===== src/rtl/voice_allocator.sv =====
// voice_allocator: polyphonic voice scheduler mapping MIDI note events onto NUM_VOICES voice slots
// Ports:
//   clk, rst              system clock, synchronous active-high reset
//   din_valid             strobe: status/data1/data2 hold one complete MIDI message
//   status, data1, data2  message body (status MSB stripped, channel ignored)
//   busy                  an accepted event is being scanned or committed
//   event_dropped         pulse: event discarded (arrived while busy, or no voice available)
//   voice_active          bit i = voice i sounding
//   voice_note, voice_vel 7 bits per voice, voice i at [7i+6:7i]
//   voice_update          pulse per voice whose active/note/vel was written
// Build option: define VOICE_STEAL_EN to let a NOTE_ON steal the oldest voice when none is free.
module voice_allocator #(
   parameter int NUM_VOICES = 4
) (
   input  logic                    clk,
   input  logic                    rst,
   input  logic                    din_valid,
   input  logic [6:0]              status,
   input  logic [6:0]              data1,
   input  logic [6:0]              data2,
   output logic                    busy,
   output logic                    event_dropped,
   output logic [NUM_VOICES-1:0]   voice_active,
   output logic [7*NUM_VOICES-1:0] voice_note,
   output logic [7*NUM_VOICES-1:0] voice_vel,
   output logic [NUM_VOICES-1:0]   voice_update
);
   localparam int IW = $clog2(NUM_VOICES);
   localparam logic [1:0] IDLE = 2'd0, SCAN = 2'd1, COMMIT = 2'd2;
   localparam logic [1:0] K_NONE = 2'd0, K_ON = 2'd1, K_OFF = 2'd2, K_ALL = 2'd3;
   localparam logic [IW-1:0] LAST = IW'(NUM_VOICES - 1);
   logic [1:0]    state, kind, kind_in;
   logic [IW-1:0] idx, match_idx, free_idx, old_idx, old_age, tgt;
   logic          match_found, free_found, old_found, hit, cur_active;
   logic [6:0]    ev_note, ev_vel, cur_note;
   logic [IW-1:0] age [NUM_VOICES];
   assign busy = state != IDLE;
   assign cur_active = voice_active[idx];
   assign cur_note = voice_note[7*idx +: 7];
   assign kind_in = (status[6:4] == 3'b001 && data2 != 7'd0) ? K_ON :
                    (status[6:4] <= 3'b001) ? K_OFF :
                    (status[6:4] == 3'b011 && data1 == 7'd123) ? K_ALL : K_NONE;
   assign tgt = match_found ? match_idx : free_found ? free_idx : old_idx;
`ifdef VOICE_STEAL_EN
   assign hit = match_found | free_found | old_found;
`else
   assign hit = match_found | free_found;
`endif
   always_ff @(posedge clk) begin
      if (rst) begin
         state <= IDLE;
         idx <= '0;
         kind <= K_NONE;
         ev_note <= '0;
         ev_vel <= '0;
         match_found <= 1'b0;
         free_found <= 1'b0;
         old_found <= 1'b0;
         match_idx <= '0;
         free_idx <= '0;
         old_idx <= '0;
         old_age <= '0;
         event_dropped <= 1'b0;
         voice_active <= '0;
         voice_note <= '0;
         voice_vel <= '0;
         voice_update <= '0;
         for (int i = 0; i < NUM_VOICES; i++) age[i] <= '0;
      end else begin
         event_dropped <= din_valid & busy;
         voice_update <= '0;
         if (state == IDLE) begin
            if (din_valid) begin
               state <= SCAN;
               idx <= '0;
               kind <= kind_in;
               ev_note <= data1;
               ev_vel <= data2;
               match_found <= 1'b0;
               free_found <= 1'b0;
               old_found <= 1'b0;
            end
         end else if (state == SCAN) begin
            idx <= idx + 1'b1;
            if (idx == LAST) state <= COMMIT;
            if (cur_active && cur_note == ev_note && !match_found) begin
               match_found <= 1'b1;
               match_idx <= idx;
            end
            if (!cur_active && !free_found) begin
               free_found <= 1'b1;
               free_idx <= idx;
            end
            // strict compare keeps the lowest index among equally old voices
            if (cur_active && (!old_found || age[idx] > old_age)) begin
               old_found <= 1'b1;
               old_idx <= idx;
               old_age <= age[idx];
            end
         end else begin
            state <= IDLE;
            if (kind == K_ON) begin
               if (hit) begin
                  for (int i = 0; i < NUM_VOICES; i++)
                     if (IW'(i) == tgt) begin
                        voice_active[i] <= 1'b1;
                        voice_note[7*i +: 7] <= ev_note;
                        voice_vel[7*i +: 7] <= ev_vel;
                        age[i] <= '0;
                        voice_update[i] <= 1'b1;
                     end else if (voice_active[i] && age[i] != LAST) age[i] <= age[i] + 1'b1;
               end else event_dropped <= 1'b1;
            end else if (kind == K_OFF && match_found) begin
               voice_active[match_idx] <= 1'b0;
               age[match_idx] <= '0;
               voice_update[match_idx] <= 1'b1;
            end else if (kind == K_ALL) begin
               for (int i = 0; i < NUM_VOICES; i++) begin
                  voice_active[i] <= 1'b0;
                  age[i] <= '0;
                  voice_update[i] <= voice_active[i];
               end
            end
         end
      end
   end
endmodule

===== config.mk =====
export PLATFORM = sky130hd
export DESIGN_NAME = voice_allocator
export DESIGN_NICKNAME = d
export VERILOG_FILES = /design/src/rtl/voice_allocator.sv
export SDC_FILE = /design/constraint.sdc
export NUM_CORES = 1
export LEC_CHECK = 0
export ABC_AREA = 1
export CORE_MARGIN = 5
export CORE_UTILIZATION = 49
export CTS_BUF_LIST = sky130_fd_sc_hd__clkbuf_8
export DETAILED_ROUTE_END_ITERATION = 8
export PLACE_DENSITY_LB_ADDON = 0.2
export SLEW_MARGIN = 40
export SYNTH_ARGS = -nofsm -noshare
export SYNTH_HDL_FRONTEND = slang
export SYNTH_SLANG_ARGS = --single-unit

===== constraint.sdc =====
create_clock -name clk -period 1.53 [get_ports clk]
set_input_delay 0.2295 -clock clk [delete_from_list [all_inputs] [get_ports clk]]
set_output_delay 0.2295 -clock clk [all_outputs]
set_load 0.005 [all_outputs]

Yosys cells after proc, flatten, opt, wreduce, memory -nomap -nowiden
Memory sizes are Yosys's and may differ from the RTL's. A register that Yosys moved wholly into a read port is not among the register bits.
Cells that the tools add are included.
{"block": "totals", "ramBits": 8, "output_inout_bits": 66, "reg_bits": 96, "elab_cells": 259, "mem_count": 1}
{"block": "classes", "mux": 134, "n_eq_ne": 23, "add_sub_neg": 5, "magnitude_cmp": 5, "shift": 1, "n_reduce_logical": 45, "bitwise": 18, "mul": 1}
{"name": "age", "depth": 4, "word_bits": 2, "read_ports": 5, "rd_ports_with_merged_regs": 1, "write_ports": 4, "line": "36", "text": "logic [IW-1:0] age [NUM_VOICES];"}
{"op": "2-to-1 mux 1 bit", "n": 96}
{"op": "2-to-1 mux 2 bit", "n": 28}
{"op": "AND reduction 5 bit", "n": 8}
{"op": "2-to-1 mux 4 bit", "n": 8}
{"op": "variable part select 28 x 6 -> 7 bit", "n": 1}
{"op": "AND reduction 3 bit", "n": 6}
{"op": "bitwise OR 1 bit", "n": 13}
{"op": "logical AND 1 bit", "n": 12}
{"op": "inequality test 2 bit, second input constant", "n": 6}
{"op": "adder 2 x 1 -> 2 bit, second input constant", "n": 5}
{"op": "nonzero test 2 bit", "n": 5}
{"op": "inequality test 2 x 1 -> 1 bit, second input constant", "n": 4}
{"op": "equality test 7 bit", "n": 1}
{"op": "equality test 7 bit, second input constant", "n": 1}
{"op": "nonzero test 7 bit", "n": 1}
{"op": "equality test 2 bit, second input constant", "n": 3}
{"op": "less-than comparator 2 x 3 -> 1 bit, second input constant", "n": 2}
{"op": "AND reduction 2 bit", "n": 3}
{"op": "multiplier 3 x 2 -> 5 bit, first input constant", "n": 1}
{"op": "bitwise AND 4 bit", "n": 1}
{"op": "equality test 2 x 1 -> 1 bit, second input constant", "n": 2}
{"op": "equality test 2 bit, first input constant", "n": 2}
{"op": "zero test 1 bit", "n": 4}
{"op": "zero test 2 bit", "n": 2}
{"op": "other kinds (16)", "n": 17}

Depth between registers and ports, before layout
Gate-level depths: netlist (run 1).
{"block": "logic_depth", "ltp_word": 14, "ltp_mapped": 13, "depth_no_buf": 13}

Worst setup path before layout (run 1)
Ideal clock, no wire load.
{"block": "synth_path", "kind": "register -> register", "from": "register with a tool-made name", "to": "register old_age[1] (read register of age)", "stages_incl_launch_ff": 12, "n_path_buf": 0, "setup_slack_ns": -0.121, "synth_period_minus_slack_ns": 1.651, "arrival_ns": 1.517, "setup_ns": 0.134, "cell_sequence": "dfxtp_1 inv_1 nand2_1 a32oi_1 ha_1 inv_1 nor2_1 o21ai_0 a21oi_2 inv_1 nor2_1 a211oi_1"}
{"item": "end, declared", "line": "33", "text": "logic [IW-1:0] idx, match_idx, free_idx, old_idx, old_age, tgt;"}

==> flow_metrics.tcl, run 1 <==
set metrics [dict create \
    p_sw_mw 1.53 \
    antenna_cells 0 \
    dpl.cell_count 948 \
    drc 0 \
    coreArea_um2 9680 \
    io_buffers 85 \
    cts_buffer_depth 2 \
    synthDistinctLibCells 36 \
    grt_pass1_vias 5119 \
    clock_sinks 106 \
    first_iter_violations 418 \
    synth_top_area_cell "dfxtp_1" \
    cts_tree "done" \
    utilization_pct 77.5 \
    vias 5524 \
    hp-class "in2reg" \
    grt_max_degree 45 \
    num_io_pins 90 \
    fin_skew_ps 22.6 \
    swShare_pct 28.0 \
    synthFlopType "dfxtp_1" \
    yosysMostFrequentCell "nand2_1" \
    worst_slew_pin_slew_ps 333 \
    startpoint_type "flop" \
    drtAntennaViolNets 0 \
    core.rowCount 36 \
    start_util_pct 49.9 \
    power.share.clock_pct 32.7 \
    synth_commonest_cells "150 x nand2_1, 106 x dfxtp_1, 91 x a21oi_1, 75 x inv_1, 65 x nand3_1" \
    clk_pin_slew_ps 110 \
    synth_area_per_cell_um2 7.15 \
    vias_per_cell 5.55 \
    syn_inst 676 \
    fillers 654 \
    die_x_um 109 \
    ir_drop_mv 0.565 \
    dr.pass1.iters 5 \
    area_growth_pct 55.4 \
    fin_crit_ps 1800 \
    arrival_ps 2130 \
    grt_usage_pct 27.2 \
    yosys.area.top_type_share_pct 43.9 \
    grt_overflow_total 0 \
    fin_setup_tns_ps -1630 \
    yosys-top-cells-area "dfxtp_1 44%, nand2_1 12%, a21oi_1 9.4%" \
    violations "negative setup slack" \
    synth-edff-count 0 \
    wire_per_inst_um 17.0 \
    cp_max_fo 6 \
    relSlewSlack_pct 77.6 \
    max_cap_violations 0 \
    setup_violations 11 \
    routed_wl_um 16900 \
    rsz0062_at_grt "yes" \
    syn_area_um2 4830 \
    ys.warnings.count 0 \
    dp_slack_ps -309 \
    clk_latency_ps 400 \
    final_nets 890 \
    critPathRequiredTime_ps 1870 \
    combPwrFrac_pct 14.3 \
    htreeDepth 3 \
    syn_nets 707 \
    hold_buffers 0 \
    cellPowerDensity_nw_per_um2 731 \
    regArea_um2 2190 \
    async_flop_share_pct 0 \
    cts_buffers 9 \
    finalCritPeriodShare_pct 118 \
    drv_slew 0 \
    criticalPathCategory "reg2reg" \
    hpwl_um 11000 \
    p_leak_nw 3.54 \
    grt_first_pass_wirelength_um 25000 \
    multiInputGateArea_um2 2600 \
    internal_power_mw 3.95 \
    die_h_um 109 \
    hold_viol 0 \
    power_frac_seq_pct 53.0 \
    ys_seq_area_share_pct 43.9 \
    dieArea_um2 11900 \
    drive_gt1_share_pct 33.1 \
    status "finished, violations left" \
    max_freq_ghz 0.556 \
    antenna_found_initial 0 \
    end_kind "flop" \
    ys_ff_latch 106 \
    root_buffer "clkbuf_8" \
    setup_ws_ps -269 \
    gp_congestion 0.949 \
    fin_cells 996 \
]
per-stage QoR:
stage	cell area [um2]	hold slack, ps	power [mW]
2_1_floorplan	4830	364	3.24
3_3_place_gp	6410	436	3.54
3_5_place_dp	6410	441	3.56
4_1_cts	6990	415	5.40
5_1_grt	7510	459	5.67
6_report	7510	433	5.48
layout make-up:
class | count | area share (%)
multi-input combinational | 457 | 34.7
sequential | 106 | 29.2
timing repair buffer | 201 | 26.7
inverter | 84 | 4.52
tap | 133 | 2.22
clock buffer | 9 | 1.65
clock inverter | 6 | 1.05
logic make-up (layout without fill, tap and decap cells):
logic type,after synthesis,in the layout,synth area share (%)
simple gates,285,285,26.2
flops,106,106,43.9
buf+inv,113,300,9.71
fa+ha+maj,7,7,1.81
compound gates,165,165,18.4
timing repair:
action | in CTS | in global routing
pin swaps | 22 | 28
gates resized for setup | 94 | 123
endpoints found under the setup margin | 83 | 117
buffers inserted | 17 | 12
endpoints found under the hold margin | 0 | 0
gates cloned | 1 | 3
layout by cell type (no fill, tap or decap), drive strengths merged:
cell / Yosys / routed
nand2: 154 / 154
buf: 19 / 113
dfxtp: 106 / 106
a21oi: 93 / 93
inv: 84 / 84
nand3: 66 / 66
clkdlybuf4s50: 0 / 63
o21ai: 59 / 59
nor2: 49 / 49
dlymetal6s2s: 0 / 15
clkbuf: 10 / 12
nand4: 7 / 7
ha: 7 / 7
dlygate4sd2: 0 / 7
nor3: 6 / 6
o31ai: 5 / 5
clkinvlp: 0 / 3
a21boi: 2 / 2
nor4: 2 / 2
a221oi: 2 / 2
clkinv: 0 / 2
a32oi: 1 / 1
a32o: 1 / 1
a41oi: 1 / 1
and2: 1 / 1
a211oi: 1 / 1
bufinv: 0 / 1
worst max-delay path, cell delays in order, from the launching register on:
cell,delay [ps]
dfxtp_4,390
inv_4,70
nand2_2,50
a32oi_2,210
ha_1,280
inv_1,60
nor2_1,40
o21ai_1,160
a21oi_2,110
buf_4,160
buf_6,110
a21oi_2,110
power by group through the flow:
stage / logic, mW / registers (mW) / clock network (mW)
floorplan: 0.307 / 2.93 / 0
global placement: 0.587 / 2.95 / 0
detailed placement: 0.600 / 2.95 / 0
CTS: 0.683 / 2.90 / 1.82
global route: 0.836 / 2.91 / 1.92
finish: 0.786 / 2.90 / 1.79
final timing paths:
kind              slack, ps  cells after the start            end          start
setup reg to reg       -270                     11     old_idx[0]           flop
hold reg to reg         450                      2  voice_vel[16]  voice_vel[16]
setup / recovery       -270                     11     old_idx[0]           flop
hold / removal          430                      3      ev_vel[5]       data2[5]
layer usage:
layer,wire (um),GRT usage (%),vias up
met2,8340,46.9,260
met4,608,9.62,0
li1,-,-,2595
met5,0,0,-
met3,1160,6.58,59
met1,6820,33.1,2610
sequential cells by signal (all words and copies together) (netlist names), named ones only:
register / flops
event_dropped: 1
idx: 2
ev_note: 7
old_idx: 2
old_age: 2
match_idx: 2
voice_update: 4
voice_vel: 28
voice_note: 28
age: 8
match_found: 1
free_idx: 2
state: 2
ev_vel: 7
voice_active: 4
free_found: 1
old_found: 1
kind: 2
No activity file was read; power rests on OpenSTA's default activity.
==> inputs of run 2 (changes only) <==
--- a/config.mk
+++ b/config.mk
@@ -6,11 +6,11 @@
 export NUM_CORES = 1
 export LEC_CHECK = 0
 export ABC_AREA = 1
-export CORE_MARGIN = 5
 export CORE_UTILIZATION = 49
 export CTS_BUF_LIST = sky130_fd_sc_hd__clkbuf_8
 export DETAILED_ROUTE_END_ITERATION = 8
 export PLACE_DENSITY_LB_ADDON = 0.2
+export RECOVER_POWER = 25
 export SLEW_MARGIN = 40
 export SYNTH_ARGS = -nofsm -noshare
 export SYNTH_HDL_FRONTEND = slang
==> constraint.sdc (replaced) <==
create_clock -name clk -period 1.53 [get_ports clk]
set_input_delay 0.2295 -clock clk [delete_from_list [all_inputs] [get_ports clk]]
set_output_delay 0.2295 -clock clk [all_outputs]
set_load 0.1 [all_outputs]
==> flow_metrics.tcl, run 2 (synthesis results as in run 1) <==
set metrics [dict create \
    crit_slowest_cell "dfxtp_4" \
    drc 0 \
    grt_pass1_vias 5371 \
    top_regs "voice_note: 28 flops, voice_vel: 28 flops, age: 8 flops" \
    p_leak_nw 3.39 \
    swShare_pct 28.7 \
    core.rowCount 35 \
    cts_buffer_depth 2 \
    ir_drop_mv 0.588 \
    hold_depth 2 \
    setup_ws_ps -449 \
    io_buffers 85 \
    htreeDepth 3 \
    grt_max_degree 46 \
    path_cells "inv_4, nand2_2, a32oi_1, buf_4, ha_4, inv_2, nor2_2, o21ai_2, a21oi_2, inv_2, nor2_2, a211oi_2" \
    dieArea_um2 10300 \
    drv_slew 0 \
    setup_violations 61 \
    die_h_um 101 \
    die_x_um 101 \
    hold_viol 0 \
    gp_congestion 0.865 \
    fin_skew_ps 13.3 \
    utilization_pct 81.9 \
    grt_usage_pct 33.0 \
    critPathRequiredTime_ps 1800 \
    antenna_cells 0 \
    hp-class "reg2reg" \
    final_nets 863 \
    coreArea_um2 9420 \
    power_frac_seq_pct 52.4 \
    internal_power_mw 3.95 \
    worst_slew_pin_slew_ps 548 \
    relSlewSlack_pct 63.6 \
    grt_first_pass_wirelength_um 26000 \
    dpl.cell_count 936 \
    hpwl_um 11200 \
    clk_pin_slew_ps 110 \
    status "finished, violations left" \
    first_iter_violations 402 \
    cts_buffers 9 \
    hold_buffers 0 \
    final_common_cell "nand2_1" \
    min_to "voice_note[18]" \
    violations "negative setup slack" \
    clock_sinks 106 \
    hp-start "voice_note[18]" \
    fin_crit_ps 1980 \
    clk_latency_ps 370 \
    cp_top_family "compound AO/OA/AOI/OAI gates" \
    combPwrFrac_pct 15.1 \
    grt_overflow_total 0 \
    root_buffer "clkbuf_8" \
    placed_area_um2 7060 \
    cellPowerDensity_nw_per_um2 719 \
    criticalPathCategory "reg2reg" \
    max_freq_ghz 0.505 \
    crit_buf_inv 4 \
    finalCritPeriodShare_pct 129 \
    max_stage_delay_ps 420 \
    arrival_ps 2250 \
    vias 5578 \
    power.share.clock_pct 32.5 \
    dr.pass1.iters 8 \
    max_cap_violations 0 \
    fin_area_um2 7710 \
    routed_wl_um 17700 \
    startpoint_type "flop" \
    cts_tree "done" \
    regArea_um2 2180 \
    rsz0062_at_grt "yes" \
    fillers 568 \
    p_sw_mw 1.59 \
    r2r-end "old_age[1]" \
    multiInputGateArea_um2 2640 \
    cp_max_fo 6 \
    fin_cells 966 \
    drtAntennaViolNets 0 \
    num_io_pins 90 \
    wire_per_inst_um 18.3 \
    area_growth_pct 59.5 \
    final_cell_mix "123 x nand2_1, 79 x a21oi_1, 73 x dfxtp_1" \
    vias_per_cell 5.77 \
    antenna_found_initial 0 \
    r2r_setup_slack_ps -450 \
    drive_gt1_share_pct 37.4 \
    end_kind "flop" \
    start_util_pct 51.3 \
    r2r_cells 12 \
]
## run 2: repair_timing
action	in CTS	in global routing
setup endpoints to repair	77	88
buffers inserted	7	4
gates cloned	2	1
pin swaps	25	24
gates resized for setup	60	88
## run 2: worst max-delay path by stage
stage | startpoint | end | slack (ps) | cells past startpoint
after floorplan | state[1] | ev_note[6] | -150 | 7
after global placement | rst | age[0][1] | -200 | 7
after detailed placement | flop | old_age[1] | -320 | 12
after CTS | flop | old_idx[1] | -220 | 12
after global routing | flop | old_idx[1] | -440 | 12
final | flop | old_age[1] | -450 | 12
## run 2: worst register-to-register path: stages, from the launching register on
cell and delay (ps):
dfxtp_4 420, inv_4 50, nand2_2 60, a32oi_1 120, buf_4 170, ha_4 270
inv_2 40, nor2_2 100, o21ai_2 70, a21oi_2 250, inv_2 110, nor2_2 160
a211oi_2 50
## run 2: cell type report
cell class	instances	share of cell area [%]
Timing Repair Buffer	174	28.5
Sequential cell	106	28.2
Inverter	84	4.38
Tap cell	129	2.09
Clock buffer	9	1.61
Clock inverter	7	1.02
Multi-Input combinational cell	457	34.2
## run 2: power by group through the flow
stage	logic (mW)	clock network, mW	registers [mW]
floorplan	0.337	0	2.93
global placement	0.607	0	2.95
detailed placement	0.621	0	2.95
CTS	0.727	1.80	2.89
global route	0.886	1.90	2.91
finish	0.836	1.80	2.90
## run 2: per-layer routing
metal | routed length [um] | track usage, % | up-vias
li1 | - | - | 2529
met1 | 6650 | 39.6 | 2607
met2 | 8680 | 54.7 | 346
met3 | 1450 | 7.66 | 96
met4 | 911 | 17.8 | 0
met5 | 0 | 0 | -
## run 2: through the flow
step                hold WS [ps]  power [mW]  worst slack, ps  setup TNS, ps
CTS                          474        5.42             -219          -1140
global placement             458        3.55             -201          -4650
floorplan                    364        3.27             -149          -2250
detailed placement           472        3.57             -317          -6440
global route                 492        5.70             -438          -8320
finish                       478        5.54             -449          -3970
==> inputs of run 3 (changes only) <==
--- a/config.mk
+++ b/config.mk
@@ -6,6 +6,7 @@
 export NUM_CORES = 1
 export LEC_CHECK = 0
 export ABC_AREA = 1
+export CAP_MARGIN = 10
 export CORE_UTILIZATION = 49
 export CTS_BUF_LIST = sky130_fd_sc_hd__clkbuf_8
 export DETAILED_ROUTE_END_ITERATION = 8
==> results of run 3 <==
Final layout, timing and power as in run 2 (identical DEF).
